`src/rtl/stream_acc_pkg.sv`:
```
// Shared types and defaults for the block accumulator and its input FIFO.
package stream_acc_pkg;

   typedef enum logic [0:0] {
      S_ACC = 1'b0,
      S_OUT = 1'b1
   } acc_state_t;

   localparam int DATA_W_DEF     = 16;
   localparam int ACC_W_DEF      = 24;
   localparam int BLOCK_LEN_DEF  = 8;
   localparam int FIFO_DEPTH_DEF = 4;

   // True when a BLOCK_LEN-sample sum of DATA_W-bit words cannot overflow ACC_W bits.
   function automatic bit acc_w_fits(input int data_w, input int acc_w, input int block_len);
      return acc_w >= data_w + $clog2(block_len);
   endfunction

endpackage

```
`src/rtl/stream_fifo.sv`:
```
// Small synchronous FIFO: registered storage, wrap-around pointers, async active-low reset.
module stream_fifo #(
   parameter int W     = 16,
   parameter int DEPTH = 4
) (
   input  logic                     clk,
   input  logic                     rst_n,
   input  logic                     push,
   input  logic [W-1:0]             push_data,
   input  logic                     pop,
   output logic [W-1:0]             pop_data,
   output logic                     full,
   output logic                     empty,
   output logic [$clog2(DEPTH):0]   count
);

   localparam int AW = $clog2(DEPTH);
   localparam int CW = AW + 1;

   logic [W-1:0]  mem [DEPTH];
   logic [AW-1:0] wr_ptr;
   logic [AW-1:0] rd_ptr;
   logic [CW-1:0] count_q;

   // DEPTH is a power of two, so the pointers wrap by natural overflow.
   always_ff @(posedge clk or negedge rst_n) begin
      if (!rst_n) begin
         wr_ptr  <= '0;
         rd_ptr  <= '0;
         count_q <= '0;
      end else begin
         if (push) wr_ptr <= wr_ptr + AW'(1);
         if (pop)  rd_ptr <= rd_ptr + AW'(1);
         count_q <= count_q + CW'(push) - CW'(pop);
      end
   end

   always_ff @(posedge clk) begin
      if (push) mem[wr_ptr] <= push_data;
   end

   assign pop_data = mem[rd_ptr];
   assign full     = (count_q == CW'(DEPTH));
   assign empty    = (count_q == '0);
   assign count    = count_q;

endmodule

```
`src/rtl/stream_block_acc.sv`:
```
// Accumulates blocks of BLOCK_LEN unsigned samples and emits {block max, block sum} per block.
module stream_block_acc
   import stream_acc_pkg::*;
#(
   parameter int DATA_W     = DATA_W_DEF,
   parameter int BLOCK_LEN  = BLOCK_LEN_DEF,
   parameter int ACC_W      = ACC_W_DEF,
   parameter int FIFO_DEPTH = FIFO_DEPTH_DEF
) (
   input  logic                      csi_clk,
   input  logic                      rsi_reset_n,
   input  logic [DATA_W-1:0]         asi_in0_data,
   input  logic                      asi_in0_valid,
   output logic                      asi_in0_ready,
   output logic [DATA_W+ACC_W-1:0]   aso_out0_data,
   output logic                      aso_out0_valid,
   input  logic                      aso_out0_ready
);

   localparam int CNT_W = (BLOCK_LEN > 1) ? $clog2(BLOCK_LEN) : 1;
   localparam int FCW   = $clog2(FIFO_DEPTH) + 1;
   localparam logic [CNT_W-1:0] CNT_LAST = CNT_W'(BLOCK_LEN - 1);

   if (!acc_w_fits(DATA_W, ACC_W, BLOCK_LEN)) begin : g_bad_acc_w
      $error("ACC_W is too narrow to hold a full block sum");
   end
   if (BLOCK_LEN < 2) begin : g_bad_block_len
      $error("BLOCK_LEN must be at least 2");
   end
   if (FIFO_DEPTH < 2 || (FIFO_DEPTH & (FIFO_DEPTH - 1)) != 0) begin : g_bad_depth
      $error("FIFO_DEPTH must be a power of two and at least 2");
   end

   acc_state_t state;
   acc_state_t state_nxt;

   logic                    push;
   logic                    pop;
   logic                    last_word;
   logic                    out_fire;
   logic                    fifo_full;
   logic                    fifo_empty;
   logic [FCW-1:0]          fifo_count;
   logic [FCW-1:0]          count_nxt;
   logic [DATA_W-1:0]       word;
   logic [DATA_W-1:0]       max_q;
   logic [DATA_W-1:0]       max_nxt;
   logic [ACC_W-1:0]        acc_q;
   logic [ACC_W-1:0]        acc_nxt;
   logic [CNT_W-1:0]        cnt_q;
   logic                    in_ready_q;
   logic [DATA_W+ACC_W-1:0] out_data_q;

   // Handshakes: a transfer happens on a rising edge where valid && ready are both high.
   // Input ready is registered and never depends on input valid; output valid/data stay
   // frozen from the edge they are raised until the edge where the sink's ready is seen.
   assign push = asi_in0_valid && in_ready_q && !fifo_full;

   stream_fifo #(
      .W     (DATA_W),
      .DEPTH (FIFO_DEPTH)
   ) u_fifo (
      .clk       (csi_clk),
      .rst_n     (rsi_reset_n),
      .push      (push),
      .push_data (asi_in0_data),
      .pop       (pop),
      .pop_data  (word),
      .full      (fifo_full),
      .empty     (fifo_empty),
      .count     (fifo_count)
   );

   always_ff @(posedge csi_clk or negedge rsi_reset_n) begin
      if (!rsi_reset_n) state <= S_ACC;
      else              state <= state_nxt;
   end

   always_comb begin
      state_nxt = state;
      pop       = 1'b0;
      last_word = 1'b0;
      out_fire  = 1'b0;
      case (state)
         S_ACC: begin
            pop       = !fifo_empty;
            last_word = pop && (cnt_q == CNT_LAST);
            if (last_word) state_nxt = S_OUT;
         end
         S_OUT: begin
            out_fire = aso_out0_ready;
            if (out_fire) state_nxt = S_ACC;
         end
         default: state_nxt = S_ACC;
      endcase
   end

   assign acc_nxt   = acc_q + ACC_W'(word);
   assign max_nxt   = (word > max_q) ? word : max_q;
   assign count_nxt = fifo_count + FCW'(push) - FCW'(pop);

   always_ff @(posedge csi_clk or negedge rsi_reset_n) begin
      if (!rsi_reset_n) begin
         acc_q      <= '0;
         max_q      <= '0;
         cnt_q      <= '0;
         out_data_q <= '0;
         in_ready_q <= 1'b0;
      end else begin
         in_ready_q <= (count_nxt < FCW'(FIFO_DEPTH));
         if (out_fire) begin
            acc_q <= '0;
            max_q <= '0;
            cnt_q <= '0;
         end else if (pop) begin
            acc_q <= acc_nxt;
            max_q <= max_nxt;
            cnt_q <= last_word ? '0 : cnt_q + CNT_W'(1);
            if (last_word) out_data_q <= {max_nxt, acc_nxt};
         end
      end
   end

   assign asi_in0_ready  = in_ready_q;
   assign aso_out0_data  = out_data_q;
   assign aso_out0_valid = (state == S_OUT);

endmodule

```
`config.mk`:
```
export PLATFORM = sky130hd
export DESIGN_NAME = stream_block_acc
export DESIGN_NICKNAME = d
export VERILOG_FILES = /design/src/rtl/stream_acc_pkg.sv /design/src/rtl/stream_fifo.sv /design/src/rtl/stream_block_acc.sv
export SDC_FILE = /design/constraint.sdc
export NUM_CORES = 1
export LEC_CHECK = 0
export ABC_AREA = 1
export CORE_ASPECT_RATIO = 1.4
export CORE_MARGIN = 2
export CORE_UTILIZATION = 45
export DETAILED_ROUTE_END_ITERATION = 7
export MAX_ROUTING_LAYER = met4
export PLACE_DENSITY_LB_ADDON = 0.05
export SYNTH_ARGS = -nofsm -noshare
export SYNTH_HDL_FRONTEND = slang
export SYNTH_SLANG_ARGS = --single-unit
```
`constraint.sdc`:
```
create_clock -name csi_clk -period 6.5 [get_ports csi_clk]
set_input_delay 1.625 -clock csi_clk [delete_from_list [all_inputs] [get_ports csi_clk]]
set_output_delay 1.625 -clock csi_clk [all_outputs]
set_load 0.03 [all_outputs]
```
==> impl_metrics.tcl <==
set metrics [dict create \
    worstSetupPathType "reg2reg" \
    crit_required_ns 6.81 \
    postSynthAreaPerCell_sq_um 8.34 \
    antenna_found_initial 0 \
    drc 0 \
    yosysUniqueCellTypes 35 \
    diodes 0 \
    place_ws_ns 2.55 \
    setup_tns_ns 0 \
    synth_nets 1033 \
    cts.sinks 156 \
    num_rows 58 \
    critPathTopFamily "simple AND/OR/NAND/NOR gates" \
    grt_max_degree 64 \
    setup_ws_ns 2.80 \
    synth.top_cell.area_share_pct 28.4 \
    path_max_fanout 50 \
    max_slew.worst_pin.slew_ns 1.14 \
    vias 6252 \
    clkLatencyLatePin_ns 0.42 \
    port_buffers 61 \
    fp.dieH_um 163 \
    period_needed_ns 3.70 \
    hpwl_um 12900 \
    endpoint_kind "flop" \
    vias_per_cell 4.88 \
    postCtsSetupBuffers 0 \
    utilization_pct 53.5 \
    final_cell_mix "nand2_1, inv_1, nand3_1, dfrtp_1, edfxtp_1" \
    drv_slew 0 \
    design.die.area_sq_um 19100 \
    cts_resized 0 \
    wl_per_cell_um 14.4 \
    cts_hold_buf 0 \
    crit_top_cell "nand2_1" \
    grt_pass1_vias 6221 \
    synth_warnings 0 \
    cap_violations 0 \
    hold_class "reg2reg" \
    layout_commonest_cell "nand2_1" \
    tritoncts "built" \
    start_util_pct 45.5 \
    cts_buffers 17 \
    drt-pass1-iter-count 6 \
    fin_crit_sh_pct 57.0 \
    reg2reg_setup_slack_ns 2.80 \
    cts-root-buf "clkbuf_16" \
    gp_congestion 0.894 \
    grt.total_usage_pct 21.1 \
    grt_pass1_wl_um 30700 \
    cp_cell_sequence "buf_4 > clkinv_1 > nand2_1 > nand3_1 > nand2_1 > inv_1 > ha_1 > nand4_1 > nor2_1 > nand2_1 > nand2_4 > nand2_1 > nand3_1 > nand2_1" \
    rsz0062_at_grt "no" \
    slew_headroom_pct 23.9 \
    crit_cells 14 \
    crit_arrival_ns 4.01 \
    finClkSkew_ns 0.00950 \
    drive_gt1_share_pct 4.80 \
    synthCells 971 \
    grt-ovfl-total 0 \
    path_clk_slew_ns 0.07 \
    setup_violations 0 \
    cp_slowest_stage_delay_ns 0.57 \
    crit_slowest_cell "clkinv_1" \
    ios 62 \
    max_clock_freq_mhz 270 \
    syn_to_final_growth_pct 17.5 \
    ys_seq_area_share_pct 52.2 \
    first_iter_violations 296 \
    cp-start-kind "flop" \
    status "complete, no violations" \
    clockBufferDepth 2 \
    core_sq_um 17800 \
    hold_viol 0 \
    htree_num_levels 4 \
    die_w_um 117 \
    nets 1091 \
    hold_path_depth 2 \
    synth_area_leaders "dfrtp_1, edfxtp_1, nand2_1" \
    ys_ff_latch 156 \
    r2r_cells 14 \
    yosys.area.top_type "dfrtp_1" \
    worst-path-buf-inv 3 \
    drt_wl_total_um 18500 \
    syn_area_sq_um 8100 \
    antenna_left 0 \
]
per-layer routing:
metal  up-vias  wire (um)  global-route usage (%)
li1       3216          -                       -
met1      2896       7980                    24.6
met4         0        563                    8.98
met5         -          0                       -
met3        33        467                    3.19
met2       107       9470                    36.4
flip-flops by register name, indices dropped and copies added, names as in the netlist:
name and cells:
u_fifo.count 3, cnt_q 3, u_fifo.mem 64, max_q 16, u_fifo.rd_ptr 2, aso_out0_valid 1, u_fifo.wr_ptr 2, asi_in0_ready 1
aso_out0_data 40, acc_q 24
cell usage after synthesis, drive strengths merged:
master  count
o31ai       1
xnor2       6
a32o        1
dfrtp      92
o21bai      1
a22o        4
edfxtp     64
ha         40
nor3        3
o21a        1
o22ai       1
fa          2
clkinv      2
o21ai      32
nand3b      3
nand4       6
or2         3
and2        1
xor2        8
a21oi      31
a31oi       1
nor2       34
buf        19
nand3     102
clkbuf     10
inv       132
nand2     370
nor4        1
path summary, 6_finish.rpt:
check	to	from
max	aso_out0_data[33]	u_fifo.rd_ptr[0]
min	aso_out0_data[18]	aso_out0_data[18]
max reg2reg	aso_out0_data[33]	u_fifo.rd_ptr[0]
min reg2reg	aso_out0_data[18]	aso_out0_data[18]
max in group asynchronous	max_q[14]	rsi_reset_n
min in group asynchronous	acc_q[3]	rsi_reset_n
kinds of logic after synthesis:
group,Yosys count,share of synthesized area (%)
adders and majority gates,42,6.67
DFF,156,52.2
AOI/OAI and AO/OA,73,5.05
xor gates and xnor gates,14,1.51
buffers and inverters,163,8.07
and+or+nand+nor,523,26.5
worst reg2reg max path, stage by stage (launching register included):
cell,delay [ns]
dfrtp_1,0.32
buf_4,0.39
clkinv_1,0.58
nand2_1,0.19
nand3_1,0.08
nand2_1,0.17
inv_1,0.10
ha_1,0.31
nand4_1,0.16
nor2_1,0.19
nand2_1,0.41
nand2_4,0.38
nand2_1,0.11
nand3_1,0.12
nand2_1,0.07
final cells by class:
class / instances / area [sq um]
Multi-Input combinational cell: 652 / 3230
Clock buffer: 17 / 425
Timing Repair Buffer: 68 / 661
Tap cell: 240 / 300
Inverter: 134 / 503
Fill cell: 1738 / 8270
Sequential cell: 156 / 4220
Clock inverter: 15 / 173
through the flow:
stage / hold WS [ns] / instance area, sq um / std cells
2_1_floorplan: 0.449 / 8100 / 971
3_3_place_gp: 0.454 / 8910 / 1250
3_5_place_dp: 0.464 / 8910 / 1250
4_1_cts: 0.481 / 9510 / 1282
5_1_grt: 0.506 / 9510 / 1282
6_report: 0.476 / 9510 / 1282
Power is left out: the tool's default activity adds up to more than one toggle a clock period on the data nets, which glitch-free logic cannot reach.
